$ cat src/rtl/uart_bist_pkg.sv
`default_nettype none
// ============================================================================
// Module   : uart_bist_pkg
// Purpose  : Shared types and constants for the UART loopback BIST.
// Revision : 1.0 - initial release
// ============================================================================
package uart_bist_pkg;

  typedef enum logic [1:0] {
    S_IDLE    = 2'd0,
    S_SEND    = 2'd1,
    S_WAIT_RX = 2'd2,
    S_FINISH  = 2'd3
  } bist_state_e;

  // Taps for x^8+x^6+x^5+x^4+1 mapped onto bits [7:0]
  localparam logic [7:0] LFSR_TAPS     = 8'hB8;
  localparam logic [7:0] PRBS_SEED_FIX = 8'h01;

endpackage
`default_nettype wire

$ cat src/rtl/uart_bist_pattern.sv
`default_nettype none
// ============================================================================
// Module   : uart_bist_pattern
// Purpose  : Test byte generator; incrementing by default, 8-bit Fibonacci
//            LFSR when UART_BIST_PRBS_EN is defined.
// Revision : 1.0 - initial release
// ============================================================================
module uart_bist_pattern
  import uart_bist_pkg::*;
(
  input  logic       clk,
  input  logic       nReset,
  input  logic       load,
  input  logic [7:0] seed,
  input  logic       advance,
  output logic [7:0] pattern
);

  logic [7:0] r_pattern;
  logic [7:0] w_load_val;
  logic [7:0] w_next_val;

`ifdef UART_BIST_PRBS_EN
  // An all-zero LFSR never leaves zero
  assign w_load_val = (seed == 8'h00) ? PRBS_SEED_FIX : seed;
  assign w_next_val = {r_pattern[6:0], ^(r_pattern & LFSR_TAPS)};
`else
  assign w_load_val = seed;
  assign w_next_val = r_pattern + 8'h01;
`endif

  always_ff @(posedge clk) begin
    if (!nReset) begin
      r_pattern <= 8'h00;
    end else if (load) begin
      r_pattern <= w_load_val;
    end else if (advance) begin
      r_pattern <= w_next_val;
    end
  end

  assign pattern = r_pattern;

endmodule
`default_nettype wire

$ cat src/rtl/uart_loopback_bist.sv
`default_nettype none
// ============================================================================
// Module   : uart_loopback_bist
// Purpose  : BIST sequencer for a UART TX->RX loopback; sends a byte pattern,
//            checks the echo, counts errors. Pattern set by UART_BIST_PRBS_EN.
// Revision : 1.0 - initial release
// ============================================================================
module uart_loopback_bist
  import uart_bist_pkg::*;
#(
  parameter int TIMEOUT_CYCLES = 4096,
  parameter int CNT_W          = 8
) (
  input  logic             clk,
  input  logic             nReset,
  input  logic             start,
  input  logic [CNT_W-1:0] num_bytes,
  input  logic [7:0]       seed,
  output logic [7:0]       tx_data,
  output logic             tx_valid,
  input  logic             tx_busy,
  input  logic [7:0]       rx_data,
  input  logic             rx_done,
  input  logic             rx_err,
  output logic             running,
  output logic             done,
  output logic             pass,
  output logic [CNT_W-1:0] err_count,
  output logic [CNT_W-1:0] first_fail
);

  localparam int TMO_W = $clog2(TIMEOUT_CYCLES + 1);
  localparam int IDX_W = CNT_W + 1;

  bist_state_e      r_state,      w_state_nxt;
  logic [CNT_W-1:0] r_num_bytes;
  logic [CNT_W-1:0] r_index,      w_index_nxt;
  logic [CNT_W-1:0] r_err_count,  w_err_nxt;
  logic [CNT_W-1:0] r_first_fail, w_ff_nxt;
  logic             r_pass,       w_pass_nxt;
  logic             r_running,    w_running_nxt;
  logic             r_done,       w_done_nxt;
  logic             r_tx_valid,   w_tx_valid_nxt;
  logic [7:0]       r_tx_data,    w_tx_data_nxt;
  logic [TMO_W-1:0] r_tmo_cnt,    w_tmo_nxt;

  logic             w_load;
  logic             w_advance;
  logic             w_byte_bad;
  logic             w_timeout;
  logic [IDX_W-1:0] w_index_inc;
  logic [7:0]       w_pattern;

  uart_bist_pattern u_pattern (
    .clk     (clk),
    .nReset  (nReset),
    .load    (w_load),
    .seed    (seed),
    .advance (w_advance),
    .pattern (w_pattern)
  );

  assign w_timeout   = (r_tmo_cnt == TMO_W'(TIMEOUT_CYCLES - 1));
  assign w_index_inc = {1'b0, r_index} + IDX_W'(1);

  always_comb begin
    w_state_nxt    = r_state;
    w_index_nxt    = r_index;
    w_err_nxt      = r_err_count;
    w_ff_nxt       = r_first_fail;
    w_pass_nxt     = r_pass;
    w_running_nxt  = r_running;
    w_done_nxt     = 1'b0;
    w_tx_valid_nxt = 1'b0;
    w_tx_data_nxt  = r_tx_data;
    w_tmo_nxt      = r_tmo_cnt;
    w_load         = 1'b0;
    w_advance      = 1'b0;
    w_byte_bad     = 1'b0;

    case (r_state)
      S_IDLE: begin
        if (start) begin
          w_load        = 1'b1;
          w_index_nxt   = '0;
          w_err_nxt     = '0;
          w_ff_nxt      = '1;
          w_pass_nxt    = 1'b0;
          w_running_nxt = 1'b1;
          w_state_nxt   = (num_bytes == '0) ? S_FINISH : S_SEND;
        end
      end

      S_SEND: begin
        if (!tx_busy) begin
          w_tx_valid_nxt = 1'b1;
          w_tx_data_nxt  = w_pattern;
          w_tmo_nxt      = '0;
          w_state_nxt    = S_WAIT_RX;
        end
      end

      S_WAIT_RX: begin
        // A receive in the timeout cycle takes priority over the timeout
        if (rx_done || w_timeout) begin
          w_byte_bad = rx_done ? (rx_err || (rx_data != w_pattern)) : 1'b1;
          if (w_byte_bad) begin
            if (r_err_count != '1) begin
              w_err_nxt = r_err_count + CNT_W'(1);
            end
            if (r_first_fail == '1) begin
              w_ff_nxt = r_index;
            end
          end
          w_advance   = 1'b1;
          w_index_nxt = w_index_inc[CNT_W-1:0];
          w_state_nxt = (w_index_inc < {1'b0, r_num_bytes}) ? S_SEND : S_FINISH;
        end else begin
          w_tmo_nxt = r_tmo_cnt + TMO_W'(1);
        end
      end

      S_FINISH: begin
        w_done_nxt    = 1'b1;
        w_pass_nxt    = (r_err_count == '0);
        w_running_nxt = 1'b0;
        w_state_nxt   = S_IDLE;
      end

      default: w_state_nxt = S_IDLE;
    endcase
  end

  always_ff @(posedge clk) begin
    if (!nReset) begin
      r_state      <= S_IDLE;
      r_num_bytes  <= '0;
      r_index      <= '0;
      r_err_count  <= '0;
      r_first_fail <= '1;
      r_pass       <= 1'b0;
      r_running    <= 1'b0;
      r_done       <= 1'b0;
      r_tx_valid   <= 1'b0;
      r_tx_data    <= 8'h00;
      r_tmo_cnt    <= '0;
    end else begin
      r_state      <= w_state_nxt;
      r_index      <= w_index_nxt;
      r_err_count  <= w_err_nxt;
      r_first_fail <= w_ff_nxt;
      r_pass       <= w_pass_nxt;
      r_running    <= w_running_nxt;
      r_done       <= w_done_nxt;
      r_tx_valid   <= w_tx_valid_nxt;
      r_tx_data    <= w_tx_data_nxt;
      r_tmo_cnt    <= w_tmo_nxt;
      if (w_load) begin
        r_num_bytes <= num_bytes;
      end
    end
  end

  assign tx_data    = r_tx_data;
  assign tx_valid   = r_tx_valid;
  assign running    = r_running;
  assign done       = r_done;
  assign pass       = r_pass;
  assign err_count  = r_err_count;
  assign first_fail = r_first_fail;

endmodule
`default_nettype wire
$ cat config.mk
export PLATFORM = sky130hd
export DESIGN_NAME = uart_loopback_bist
export DESIGN_NICKNAME = d
export VERILOG_FILES = /design/src/rtl/uart_bist_pkg.sv /design/src/rtl/uart_bist_pattern.sv /design/src/rtl/uart_loopback_bist.sv
export SDC_FILE = /design/constraint.sdc
export NUM_CORES = 1
export LEC_CHECK = 0
export ABC_AREA = 1
export ABC_CLOCK_PERIOD_IN_PS = 2730
export BUFFER_PORTS_ARGS = -buffer_cell sky130_fd_sc_hd__buf_4
export CAP_MARGIN = 20
export CORE_MARGIN = 4
export CORE_UTILIZATION = 25
export CTS_CLUSTER_DIAMETER = 40
export DETAILED_ROUTE_END_ITERATION = 10
export GPL_ROUTABILITY_DRIVEN = 0
export GPL_TIMING_DRIVEN = 0
export PLACE_DENSITY = 0.5
export SLEW_MARGIN = 20
export SYNTH_ARGS = -nofsm -noshare
export SYNTH_HDL_FRONTEND = slang
export SYNTH_HIERARCHICAL = 1
export SYNTH_SLANG_ARGS = --single-unit
$ cat constraint.sdc
create_clock -name clk -period 2.73 [get_ports clk]
set_input_delay 0.273 -clock clk [delete_from_list [all_inputs] [get_ports clk]]
set_output_delay 0.273 -clock clk [all_outputs]
set_load 0.02 [all_outputs]
==> reports/metrics.csv <==
metric;value;unit
initial detailed-routing violation count;155;
worst r2r src;r_index[0]$_SDFFE_PN0P_;
maximum clock rate;0.434;GHz
most used flip-flop cell after synthesis;sky130_fd_sc_hd__dfxtp_1;
routed vias;3496;
leading cell types by count after synthesis;sky130_fd_sc_hd__nand2_1 (91), sky130_fd_sc_hd__dfxtp_1 (67), sky130_fd_sc_hd__inv_1 (56);
leakage;0.00187;uW
Overall Power;3090;uW
number of resized instances in the post-cts repair step;0;
post-route ant nets;0;
global routing usage on met3;3.74;%
Largest stage delay, worst path;0.39;ns
arrival time reported for the critical path endpoint;2.52;ns
fin crit period;2.30;ns
setup slack of the critical path after layout;0.427;ns
total area of multi-input combinational cells;1940;um2
master of the slowest instance on the critical path;sky130_fd_sc_hd__dfxtp_1;
number of global-route vias before repair;3438;
endpoint of the worst setup timing path;r_state[1]$_SDFFE_PN0P_;
boundary pin count;58;
share of total power in combinational logic;27.8;%
# setup viols final;0;
root buffer cell;sky130_fd_sc_hd__clkbuf_16;
worst reg2reg path depth;16;
peak-usage layer in the global routing report;met2;
flop2flop setup slack;0.43;ns
portion of the post-synthesis area used by sequential elements;37.1;%
wire length of the first global-routing pass;16600;um
RSZ-0062 raised after global routing;false;
Pins Over Slew Limit;0;
proportion of register bits with asynchronous set or reset after synthesis;0;%
relative slew slack;60.2;%
TritonCTS Sinks;67;
post-detailed-route via-to-cell ratio;4.64;
top-area cell type share of the netlist area;37.1;%
buffers added on ports;57;
Worst Setup SP;r_index[0]$_SDFFE_PN0P_;
H-Tree Level Count;3;
detailed-route DRC error count;0;
cell area after synthesis;3620;um2
share of the clock period used by the worst path;84.4;%
worst voltage drop across the vdd grid;0.367;mV
Pwr per Cell Area;683;nW/um2
ratio of cells with drive above 1 in the final layout;19.0;%
top-count cell post-synth;sky130_fd_sc_hd__nand2_1;
cell type with the highest occurrence count on the critical path;sky130_fd_sc_hd__nand2_1;
area of the die;16500;um2
category of the critical setup timing path;reg -> reg;
maximum buffer depth of the clock tree;2;
Layout fillers;1522;
cell types with the largest area share after synthesis;sky130_fd_sc_hd__dfxtp_1 (37%), sky130_fd_sc_hd__nand2_1 (9.4%), sky130_fd_sc_hd__a21oi_1 (6.6%);
largest net degree at the start of global routing;12;
sw power;1050;uW
Remaining Overflow, GRT;0;
final hold violations;0;
post-detailed-routing wire length;10000;um
grt met2 use;21.8;%
endpoint of the most critical register-to-register path;r_state[1]$_SDFFE_PN0P_;
Die Ht;128;um
maxcap violations;0;
relative contribution of the clock network to total power;33.5;%
critical path required time;2.95;ns
critical path startpoint category;flop;
Setup TNS;0;ns
Synth Net Count;543;
clock-pin slew on the worst setup and hold paths;0.06;ns
critical path peak fanout;4;
Seq. cell area;1340;um2
post-layout net count;611;
CTS tree;built;
post-DR wirelength/cell;13.3;um
number of warnings reported in the yosys synthesis log;6;
Pre-Repair DR Iteration Count;6;
count of flip-flops with a built-in enable after synthesis;0;
DP Worst Slack;0.418;ns
area growth from synthesis to layout;25.1;%
Detailed Place HPWL;7600;um
register share of total power;38.7;%
met1 usage;15.0;%
transition time of the tightest slew-check pin;0.593;ns
core region area;14000;um2
type of destination of the critical path;flop;
per-instance average area after synthesis;7.22;um2
ordered cell list for the critical path;ha_1 -> nand2_1 -> nor2_1 -> nand3_1 -> xor2_1 -> inv_1 -> ha_1 -> a21o_1 -> nand3_1 -> nand2_1 -> nor2_1 -> nand2_1 -> nand2_1 -> nand2_1 -> nand2_1 -> a21oi_1;
CTS hold repair buffers;0;
Yosys top cell by area;sky130_fd_sc_hd__dfxtp_1;
width of the chip;128;um
flops & latches, synth;67;
Worst-Skew Late Latency;0.33;ns
outcome;finished clean;
proportion of total power due to net switching;34.0;%
Row Count;43;
class of the most critical hold timing path;in -> reg;
Layout Skew;0.00689;ns
Antenna Diode Count;0;
starting density of the core;25.8;%
antenna violations before repair;0;
all-layer global routing usage;12.6;%
postcts setup bufs;0;
total clock buffers created by CTS;9;
post-synth cell types;40;
Power Internal;2040;uW
Mapped Cells;501;
-- registers in the layout, summed over array words and instances, names as in the netlist --
name / cells
tx_valid: 1
u_pattern/pattern: 8
r_index: 8
pass: 1
r_state: 2
running: 1
done: 1
r_num_bytes: 8
first_fail: 8
r_tmo_cnt: 13
tx_data: 8
err_count: 8
-- critical path, delay by kind of cell (launching register included) --
kind | cells | cell delay (ns)
flops | 1 | 0.39
xor+xnor | 1 | 0.16
simple gates | 10 | 0.85
compound gates | 2 | 0.21
buf+inv | 1 | 0.07
fa+ha+maj | 2 | 0.50
-- power by group through the flow --
stage / sequential, uW / clock, uW / combinational [uW]
2_1_floorplan: 1240 / 0 / 563
3_3_place_gp: 1210 / 0 / 856
3_5_place_dp: 1220 / 0 / 873
4_1_cts: 1200 / 1070 / 876
5_1_grt: 1220 / 1110 / 978
6_report: 1200 / 1040 / 861
-- logic make-up (layout without fill, tap and decap cells) --
group / Yosys count / after routing / share of synthesized area, %
xor+xnor: 18 / 18 / 4.36
simple gates: 230 / 230 / 30.5
buf+inv: 79 / 152 / 9.30
fa+ha+maj: 12 / 12 / 4.15
compound gates: 95 / 95 / 14.7
flops: 67 / 67 / 37.1
-- worst min path at each step --
stage | endpoint | startpoint | depth (start not counted)
floorplan | u_pattern/pattern[0]$_SDFFE_PN0P_ | nReset | 2
global placement | r_tmo_cnt[12]$_SDFFE_PN0P_ | r_tmo_cnt[12]$_SDFFE_PN0P_ | 2
detailed placement | tx_data[2]$_SDFFE_PN0P_ | tx_data[2]$_SDFFE_PN0P_ | 1
CTS | r_num_bytes[0]$_SDFFE_PN0P_ | num_bytes[0] | 3
global route | r_num_bytes[0]$_SDFFE_PN0P_ | num_bytes[0] | 3
finish | r_num_bytes[0]$_SDFFE_PN0P_ | num_bytes[0] | 3
-- through the flow --
| step | hold slack (ns) | cell area (um2) | cells | utilization, % |
|---|---|---|---|---|
| 6_report | 0.183 | 4530 | 754 | 32.2 |
| 5_1_grt | 0.181 | 4530 | 754 | 32.2 |
| 4_1_cts | 0.168 | 4530 | 754 | 32.2 |
| 3_5_place_dp | 0.459 | 4270 | 738 | 30.4 |
| 3_3_place_gp | 0.456 | 4270 | 738 | 30.4 |
| 2_1_floorplan | 0.371 | 3620 | 501 | - |
-- placed cells by master, fill, tap and decap left out, drive strengths merged, types with 4 or more instances in the layout --
cell    count
a211oi      4
a21oi      49
a22o        5
a22oi       4
buf        67
clkbuf     18
clkinv      5
dfxtp      67
ha         12
inv        62
nand2      96
nand3      36
nand4      26
nor2       54
nor3       11
o21ai      28
or2         4
xnor2       6
xor2       12
-- metal layers --
metal | wire length [um] | share of wire (%)
met5 | 0 | 0
met4 | 108 | 1.1
met3 | 360 | 3.6
met2 | 4990 | 50
met1 | 4550 | 45
-- cell type report --
| cell class | instances | area share, % |
|---|---|---|
| plain buffers | 15 | 2.07 |
| clock buffers | 13 | 5.31 |
| clock inverters | 3 | 0.332 |
| inverters | 64 | 5.36 |
| multi-input cells | 355 | 42.9 |
| flip-flops and latches | 67 | 29.6 |
| well taps | 180 | 4.97 |
| repair buffers | 57 | 9.45 |
Power figures use the tool's default switching activity.
